### config.mk
export PLATFORM = sky130hd
export DESIGN_NAME = mem_burst_master
export DESIGN_NICKNAME = d
export VERILOG_FILES = /design/src/rtl/mem_pkg.sv /design/src/rtl/mem_addr_gen.sv /design/src/rtl/mem_burst_master.sv
export SDC_FILE = /design/constraint.sdc
export NUM_CORES = 1
export LEC_CHECK = 0
export ABC_AREA = 1
export CORE_MARGIN = 8
export CORE_UTILIZATION = 42
export CTS_CLUSTER_DIAMETER = 120
export DETAILED_ROUTE_END_ITERATION = 10
export PLACE_DENSITY_LB_ADDON = 0.08
export SLEW_MARGIN = 20
export SYNTH_ARGS = -nofsm -noshare
export SYNTH_HDL_FRONTEND = slang
export SYNTH_SLANG_ARGS = --single-unit
export TNS_END_PERCENT = 10
### constraint.sdc
create_clock -name clock_i -period 2.02 [get_ports clock_i]
set_input_delay 0.404 -clock clock_i [delete_from_list [all_inputs] [get_ports clock_i]]
set_output_delay 0.404 -clock clock_i [all_outputs]
set_load 0.01 [all_outputs]
### src/rtl/mem_pkg.sv
`default_nettype none
// ============================================================================
//  Module      : mem_pkg
//  Description : Shared encodings for the burst memory master. Covers the
//                access-size codes, the read/write encoding, the default
//                memory window, the FSM state type and the size-to-beat
//                helper.
//  Revision    : 1.0  initial release
// ============================================================================
package mem_pkg;

  // access_size encodings, one per burst length
  localparam logic [1:0] SIZE_1W  = 2'b00;
  localparam logic [1:0] SIZE_4W  = 2'b01;
  localparam logic [1:0] SIZE_8W  = 2'b10;
  localparam logic [1:0] SIZE_16W = 2'b11;

  // memory rw encoding
  localparam logic RW_READ  = 1'b1;
  localparam logic RW_WRITE = 1'b0;

  // default memory window
  localparam logic [31:0] MEM_START_ADDR = 32'h8002_0000;
  localparam int unsigned MEM_DEPTH      = 1048576;

  typedef enum logic [2:0] {
    ST_IDLE  = 3'd0,
    ST_WRITE = 3'd1,
    ST_READ  = 3'd2,
    ST_DRAIN = 3'd3,
    ST_DONE  = 3'd4
  } state_e;

  // Index of the final beat (N-1) for an access-size code
  function automatic logic [3:0] size_to_last(input logic [1:0] size);
    logic [3:0] last;
    case (size)
      SIZE_1W:  last = 4'd0;
      SIZE_4W:  last = 4'd3;
      SIZE_8W:  last = 4'd7;
      default:  last = 4'd15;
    endcase
    return last;
  endfunction

  // Beat count N for an access-size code
  function automatic logic [4:0] size_to_beats(input logic [1:0] size);
    return {1'b0, size_to_last(size)} + 5'd1;
  endfunction

endpackage
`default_nettype wire

### src/rtl/mem_addr_gen.sv
`default_nettype none
// ============================================================================
//  Module      : mem_addr_gen
//  Description : Beat address register and beat counter. Load captures the
//                start address and the final beat index. Advance steps the
//                address by one word and bumps the counter. last_o flags the
//                final beat of the burst.
//  Revision    : 1.0  initial release
// ============================================================================
module mem_addr_gen
  import mem_pkg::*;
#(
  parameter int ADDR_WIDTH = 32
) (
  input  logic                  clock_i,
  input  logic                  reset_i,
  input  logic                  load_i,
  input  logic [ADDR_WIDTH-1:0] load_addr_i,
  input  logic [3:0]            load_last_i,
  input  logic                  advance_i,
  output logic [ADDR_WIDTH-1:0] addr_o,
  output logic                  last_o
);

  logic [ADDR_WIDTH-1:0] addr_q, addr_d;
  logic [3:0]            count_q, count_d;
  logic [3:0]            last_idx_q, last_idx_d;

  // Next address/count: load wins over advance, otherwise hold
  always_comb begin
    addr_d     = addr_q;
    count_d    = count_q;
    last_idx_d = last_idx_q;
    if (load_i) begin
      addr_d     = load_addr_i;
      count_d    = 4'd0;
      last_idx_d = load_last_i;
    end else if (advance_i) begin
      addr_d  = addr_q + ADDR_WIDTH'(4);
      count_d = count_q + 4'd1;
    end
  end

  // Address and counter registers
  always_ff @(posedge clock_i or posedge reset_i) begin
    if (reset_i) begin
      addr_q     <= '0;
      count_q    <= 4'd0;
      last_idx_q <= 4'd0;
    end else begin
      addr_q     <= addr_d;
      count_q    <= count_d;
      last_idx_q <= last_idx_d;
    end
  end

  assign addr_o = addr_q;
  assign last_o = (count_q == last_idx_q);

endmodule
`default_nettype wire

### src/rtl/mem_burst_master.sv
`default_nettype none
// ============================================================================
//  Module      : mem_burst_master
//  Description : Burst initiator for the big-endian byte-addressed memory
//                port. Takes one 1/4/8/16-word request at a time, streams
//                write words to memory and read words back to the requester.
//                Define ADDR_CHECK_EN to reject misaligned or out-of-window
//                requests with an err pulse.
//  Revision    : 1.0  initial release
// ============================================================================
module mem_burst_master
  import mem_pkg::*;
#(
  parameter int          DATA_WIDTH = 32,
  parameter int          ADDR_WIDTH = 32,
  parameter logic [31:0] START_ADDR = MEM_START_ADDR,
  parameter int unsigned DEPTH      = MEM_DEPTH
) (
  input  logic                  clock_i,
  input  logic                  reset_i,
  input  logic                  req_valid_i,
  output logic                  req_ready_o,
  input  logic [ADDR_WIDTH-1:0] req_addr_i,
  input  logic [1:0]            req_size_i,
  input  logic                  req_rw_i,
  input  logic                  wr_valid_i,
  output logic                  wr_ready_o,
  input  logic [DATA_WIDTH-1:0] wr_data_i,
  output logic                  rd_valid_o,
  output logic [DATA_WIDTH-1:0] rd_data_o,
  output logic                  rd_last_o,
  output logic                  done_o,
  output logic                  err_o,
  output logic [ADDR_WIDTH-1:0] mem_address_o,
  output logic [DATA_WIDTH-1:0] mem_data_in_o,
  output logic [1:0]            mem_access_size_o,
  output logic                  mem_rw_o,
  output logic                  mem_enable_o,
  input  logic                  mem_busy_i,
  input  logic [DATA_WIDTH-1:0] mem_data_out_i
);

  state_e     state_q, state_d;
  logic [1:0] size_q, size_d;
  logic       rw_q, rw_d;
  logic       rd_valid_q, rd_valid_d;
  logic       rd_last_q, rd_last_d;
  logic       err_d;
  logic       load;
  logic       advance;
  logic       last_beat;
  logic       reject;

  mem_addr_gen #(
    .ADDR_WIDTH (ADDR_WIDTH)
  ) u_addr_gen (
    .clock_i     (clock_i),
    .reset_i     (reset_i),
    .load_i      (load),
    .load_addr_i (req_addr_i),
    .load_last_i (size_to_last(req_size_i)),
    .advance_i   (advance),
    .addr_o      (mem_address_o),
    .last_o      (last_beat)
  );

`ifdef ADDR_CHECK_EN
  logic [ADDR_WIDTH:0] req_end;
  logic [ADDR_WIDTH:0] win_end;
  logic                err_q;

  // Burst end and window end carry one extra bit so a wrap is caught
  assign req_end = {1'b0, req_addr_i} + (ADDR_WIDTH+1)'({size_to_beats(req_size_i), 2'b00});
  assign win_end = (ADDR_WIDTH+1)'(START_ADDR) + (ADDR_WIDTH+1)'(DEPTH);
  assign reject  = (req_addr_i[1:0] != 2'b00) ||
                   (req_addr_i < ADDR_WIDTH'(START_ADDR)) ||
                   (req_end > win_end);

  // Rejection pulse lands the cycle after the offending request
  always_ff @(posedge clock_i or posedge reset_i) begin
    if (reset_i) err_q <= 1'b0;
    else         err_q <= err_d;
  end

  assign err_o = err_q;
`else
  logic unused_cfg;

  assign reject     = 1'b0;
  assign err_o      = 1'b0;
  assign unused_cfg = ^{START_ADDR, DEPTH, err_d};
`endif

  // Next-state and handshake decode; every output defaults inactive
  always_comb begin
    state_d      = state_q;
    size_d       = size_q;
    rw_d         = rw_q;
    rd_valid_d   = 1'b0;
    rd_last_d    = 1'b0;
    err_d        = 1'b0;
    load         = 1'b0;
    advance      = 1'b0;
    req_ready_o  = 1'b0;
    wr_ready_o   = 1'b0;
    mem_enable_o = 1'b0;
    done_o       = 1'b0;
    case (state_q)
      ST_IDLE: begin
        req_ready_o = 1'b1;
        if (req_valid_i) begin
          if (reject) begin
            err_d = 1'b1;
          end else begin
            load    = 1'b1;
            size_d  = req_size_i;
            rw_d    = req_rw_i;
            state_d = (req_rw_i == RW_READ) ? ST_READ : ST_WRITE;
          end
        end
      end
      ST_WRITE: begin
        wr_ready_o   = ~mem_busy_i;
        mem_enable_o = wr_valid_i;
        if (wr_valid_i && !mem_busy_i) begin
          advance = 1'b1;
          if (last_beat) state_d = ST_DONE;
        end
      end
      ST_READ: begin
        mem_enable_o = 1'b1;
        if (!mem_busy_i) begin
          advance    = 1'b1;
          rd_valid_d = 1'b1;
          rd_last_d  = last_beat;
          if (last_beat) state_d = ST_DRAIN;
        end
      end
      ST_DRAIN: begin
        state_d = ST_DONE;
      end
      ST_DONE: begin
        done_o  = 1'b1;
        state_d = ST_IDLE;
      end
      default: begin
        state_d = ST_IDLE;
      end
    endcase
  end

  // State, latched request attributes and the one-cycle read-valid lag
  always_ff @(posedge clock_i or posedge reset_i) begin
    if (reset_i) begin
      state_q    <= ST_IDLE;
      size_q     <= 2'b00;
      rw_q       <= 1'b0;
      rd_valid_q <= 1'b0;
      rd_last_q  <= 1'b0;
    end else begin
      state_q    <= state_d;
      size_q     <= size_d;
      rw_q       <= rw_d;
      rd_valid_q <= rd_valid_d;
      rd_last_q  <= rd_last_d;
    end
  end

  // Memory returns read data one cycle after the beat, aligned with rd_valid
  assign rd_valid_o        = rd_valid_q;
  assign rd_last_o         = rd_last_q;
  assign rd_data_o         = rd_valid_q ? mem_data_out_i : '0;
  assign mem_data_in_o     = (state_q == ST_WRITE) ? wr_data_i : '0;
  assign mem_access_size_o = size_q;
  assign mem_rw_o          = rw_q;

endmodule
`default_nettype wire

# Word-level counts from Yosys, hierarchy flattened
# Index checks and enable logic that the tools add are counted.
[classes]
add_sub_neg = 2
n_reduce_logical = 7
eq_ne = 12
mux = 26
n_bitwise = 1
[op_table]
columns = ["cell", "count"]
rows = [
  ["32-bit two-way mux", 4],
  ["32-bit by 3-bit adder with 32-bit output (second input constant)", 1],
  ["3-bit two-way mux", 5],
  ["3-bit case mux with 4 select lines", 1],
  ["4-bit case mux with 3 select lines", 1],
  ["1-bit two-way mux", 10],
  ["2-bit inequality test (second input constant)", 5],
  ["4-bit two-way mux", 2],
  ["3-bit by 2-bit equality test with 1-bit output (second input constant)", 2],
  ["5-bit AND reduction", 1],
  ["4-bit by 1-bit adder with 4-bit output (second input constant)", 1],
  ["4-bit equality test", 1],
  ["1-bit case mux with 2 select lines", 2],
  ["3-bit by 1-bit equality test with 1-bit output (second input constant)", 1],
  ["3-bit equality test (second input constant)", 1],
  ["3-bit zero test", 1],
  ["2-bit by 1-bit equality test with 1-bit output (second input constant)", 1],
  ["2-bit equality test (second input constant)", 1],
  ["2-bit zero test", 1],
  ["2-bit two-way mux", 1],
  ["2-bit AND reduction", 1],
  ["2-bit nonzero test", 1],
  ["1-bit logical AND", 1],
  ["1-bit zero test", 1],
  ["1-bit NOT", 1],
]
[word_totals]
register_bits = 48
out_inout_bits = 106
input_bits = 104

# Depth between registers and ports, before layout
[depth]
ltp_word = 6
mapped_depth = 11
depth_no_buf = 11

# Modules after synthesis
# Synthesis repeated with hierarchy kept, for this count alone.
[unflattened]
hier_cells = 553
hier_area_um2 = 3493.4
[by_module_without_submodules]
columns = ["module", "area_each_um2", "seq_area_each_um2", "cells_each", "n_inst"]
rows = [
  ["mem_addr_gen", 2524.9, 1001.0, 359, 1],
  ["mem_burst_master", 968.4, 200.2, 194, 1],
]

# Worst setup path before layout
# OpenSTA, ideal clock, no wires.
[synth_path]
path_type = "reg2out"
startpoint = "register state_q[1]"
endpoint = "output mem_data_in_o[10]"
slack_ps = 477
arrival_time_ps = 1139
path_stages_with_launch = 6
t_required_ps = 1616
cell_sequence = "dfrtp_1 buf_2 inv_1 nand3_1 clkbuf_1 nor2_1"
[synth_between]
elab_chain_len = 2
[synth_rtl]
columns = ["item", "line", "text"]
rows = [
  ["from (decl)", "mem_burst_master.sv:43", "state_e state_q, state_d;"],
  ["from (signal assigned)", "mem_burst_master.sv:161", "state_q <= state_d;"],
  ["3-bit by 1-bit equality test with 1-bit output", "mem_burst_master.sv:173", "assign mem_data_in_o = (state_q == ST_WRITE) ? wr_data_i : '0;"],
  ["32-bit two-way mux", "mem_burst_master.sv:173", ""],
  ["to (decl)", "mem_burst_master.sv:35", "output logic [DATA_WIDTH-1:0] mem_data_in_o,"],
]
# No other way between the ends.

# Final worst setup path
[layout_path]
startpoint = "register rd_valid_q, in the netlist rd_valid_o"
endpoint = "output rd_data_o[17]"
[layout_between]
elab_chain_len = 1
[layout_rtl]
columns = ["item", "line", "text"]
rows = [
  ["from (decl)", "mem_burst_master.sv:46", "logic rd_valid_q, rd_valid_d;"],
  ["from (signal assigned)", "mem_burst_master.sv:164", "rd_valid_q <= rd_valid_d;"],
  ["32-bit two-way mux", "mem_burst_master.sv:172", "assign rd_data_o = rd_valid_q ? mem_data_out_i : '0;"],
  ["to (decl)", "mem_burst_master.sv:30", "output logic [DATA_WIDTH-1:0] rd_data_o,"],
]
# No other way between the ends.

==> results.ini <==
[die]
fp.dieH_um = 109.2
die_area_um2 = 11920
fp.dieW_um = 109.2
fp-row-count = 34
start_util = 0.4265
ios = 210
fp.coreArea_um2 = 8551

[clock_tree]
cts_tree = yes
postCtsSetupBuffers = 0
clockRootBuffer = clkbuf_8
numCtsBuffers = 5
numClockSinks = 47
cts_max_level = 2
cts_buffer_depth = 2
insertion_delay_ns = 0.30
path_clk_slew_ns = 0.10

[drt]
drtIter0Drc = 213
viasPerCell = 4.716
vias = 4504
drt-total-wl_mm = 14.20
drc_errors = 0
final_antenna_net_count = 0
first_pass_iters = 4
wire_per_inst_um = 14.87

[final_layout]
final_design_area_no_fill_um2 = 6027
drive_gt1_frac = 0.05195
finalCoreUtilization = 0.7049
nFillCells = 761
antennaDiodeCount = 0
nNetsFinal = 952
area_growth_syn_to_layout_pct = 65.25

[synthesis]
synth-seq-cells = 47
synth_adder_area_share = 0.006861
syn-cell-area_um2 = 3647
yosysWarningCount = 0
avgSynthCellArea_um2 = 5.717
netlist_instances = 638
synthSimpleGateAreaFrac = 0.4590
synth-compound-area-share = 0.04700
synthXorXnorAreaFrac = 0.009605
synth_cell_types = 32
syn-num-nets = 744
synth.area.mux_share = 0
yosysSeqAreaShare = 0.3225
synth_top_family_by_area = simple AND/OR/NAND/NOR gates

[critical_path]
path_max_fanout = 17
cp-end-kind = output pin
cp.required_ns = 1.62
cp-start-kind = register
crit_type = register to output pin
arrival_ns = 1.56

[min_path]
worstHoldPathType = input pin to async pin

[placed_design]
place.port_buffers = 208
dp_hpwl_mm = 11.55
place_area_um2 = 5913
place.gp.congestion = 0.9498

[global_route]
grt_max_degree = 34
grt_pass1_vias = 4475
antenna_found_initial = 0
grtUsageTotal = 0.2277
overflow = 0
grt_pass1_wl_mm = 21.96

[sta]
drv_slew = 0
fin_skew_ns = 0.005380
setup_viol_count_final = 0
fin_crit_ns = 1.961
final-hold-violation-count = 0
fmax_mhz = 509.9
finalSetupTns_ns = 0
post-route-period-util = 0.9708

[pwr]
p_clk_frac = 0.093
power.share.combinational = 0.625
ir_worst_vdd_mv = 0.7457
switchingPower_uw = 3172
swShare = 0.4694
power.density_nw_per_um2 = 1121
p_leak_uw = 0.003415
power_uw = 6757
p_seq_frac = 0.282
p_int_uw = 3585

[run]
drv_cap = 0

[outcome]
status = complete, no violations

[critical path, cell delays in order (launching register included)]
cell,delay (ns)
dfrtp_2,0.43
buf_12,0.16
nand2_1,0.06
inv_1,0.06
clkdlybuf4s50_1,0.54
[path summary, 6_finish.rpt]
kind,startpoint,to,slack [ns],cells past startpoint
worst max-delay path,rd_valid_o,rd_data_o[17],0.06,4
worst min-delay path,reset_i,u_addr_gen.addr_o[19],0.40,2
worst max register to register,u_addr_gen.addr_o[2],u_addr_gen.addr_o[20],0.26,10
worst min register to register,mem_rw_o,mem_rw_o,0.49,2
max in group asynchronous,reset_i,u_addr_gen.addr_o[25],1.14,3
min in group clock_i,mem_rw_o,mem_rw_o,0.49,2
[flip-flops by register name, indices dropped and copies added (netlist names)]
| register | cells |
|---|---|
| mem_access_size_o | 2 |
| mem_rw_o | 1 |
| rd_last_o | 1 |
| rd_valid_o | 1 |
| state_q | 3 |
| u_addr_gen.addr_o | 32 |
| u_addr_gen.count_q | 4 |
| u_addr_gen.last_idx_q | 3 |
[per-stage QoR]
step	hold WS, ns	worst slack (ns)	std cells
global placement	0.4636	-0.04518	946
detailed placement	0.4682	-0.03170	946
floorplan	0.4698	0.4775	638
finish	0.3953	0.05892	955
CTS	0.4048	0.03577	954
global route	0.4442	-0.006623	955
[cell families (layout without fill, tap and decap cells)]
family	Yosys count	in the layout
XOR/XNOR	4	4
adder cells (fa/ha/maj)	2	2
other	1	1
AO/OA/AOI/OAI	32	32
AND/OR/NAND/NOR	410	410
flip-flops	47	47
buffers and inverters	142	351
[repair_timing]
action                                  in CTS  in global routing
resized for setup                           39                 41
hold buffers                                 0                  0
endpoints found under the hold margin        0                  0
gates cloned                                 0                  1
endpoints found under the setup margin      36                 36
[synth_stat cells]
cell type  count  share of area
buf_4          3         0.0062
inv_2          6         0.0062
nor2_2         1         0.0017
a31oi_1        5         0.0086
nand2_4        1         0.0031
nand3_1       57          0.078
ha_1           2         0.0069
o21ai_1        8          0.011
nor2_4         1         0.0031
or2_0          5         0.0086
nor3_2         1         0.0027
nand2_1      241           0.25
inv_1        115           0.12
dfrtp_1       47           0.32
xor2_1         2         0.0048
xnor2_1        2         0.0048
buf_2          8          0.011
clkinv_1       1         0.0010
o21ai_0       14          0.019
nand3_2        1         0.0027
and2_1         1         0.0017
nor2_1        93          0.096
buf_6          1         0.0031
clkbuf_1       8         0.0082
nand4_1        4         0.0069
a21oi_1        3         0.0041
nor3_1         2         0.0027
or2_2          1         0.0017
o21bai_1       1         0.0021
nand3b_1       1         0.0021
o211ai_1       1         0.0021
conb_1         1         0.0010
[layout by cell type (no fill, tap or decap), types with 2 or more instances in the layout]
cell type	count
dfrtp_2	2
or2_0	5
buf_4	7
nor2_1	93
inv_1	114
dfrtp_1	45
xnor2_1	2
dlymetal6s2s_1	13
o21ai_1	8
inv_2	7
clkbuf_2	7
clkbuf_8	6
a21oi_1	3
ha_1	2
buf_12	5
nand3_2	2
clkdlybuf4s15_1	13
nor2_4	2
nand3_1	56
a31oi_1	5
o21ai_0	14
nand2_1	241
clkdlybuf4s50_1	159
nand4_1	4
nor3_1	2
dlygate4sd2_1	16
xor2_1	2
[final cells by class]
class	count	area, um^2	share of cell area
clock buffer	6	82.58	0.01370
clock inverter	2	16.27	0.002699
inverter	122	457.9	0.07598
multi-input combinational	449	1919	0.3185
sequential	47	1179	0.1956
tap	108	135.1	0.02242
timing repair buffer	221	2237	0.3712
[power groups by stage]
stage | logic (uW) | clock network (uW) | registers, uW
after floorplan | 2190 | 0 | 1900
after global placement | 4240 | 0 | 1880
after detailed placement | 4350 | 0 | 1900
after CTS | 4240 | 636 | 1890
after global routing | 4710 | 671 | 1970
final | 4220 | 625 | 1910
[routing by layer]
metal,part of all wire,global-route usage,vias up
li1,-,-,2310
met1,0.39,0.2645,2057
met2,0.53,0.4216,129
met3,0.070,0.06028,8
met4,0.0033,0.02218,0
met5,0,0,-
(Power assumes the default switching activity.)
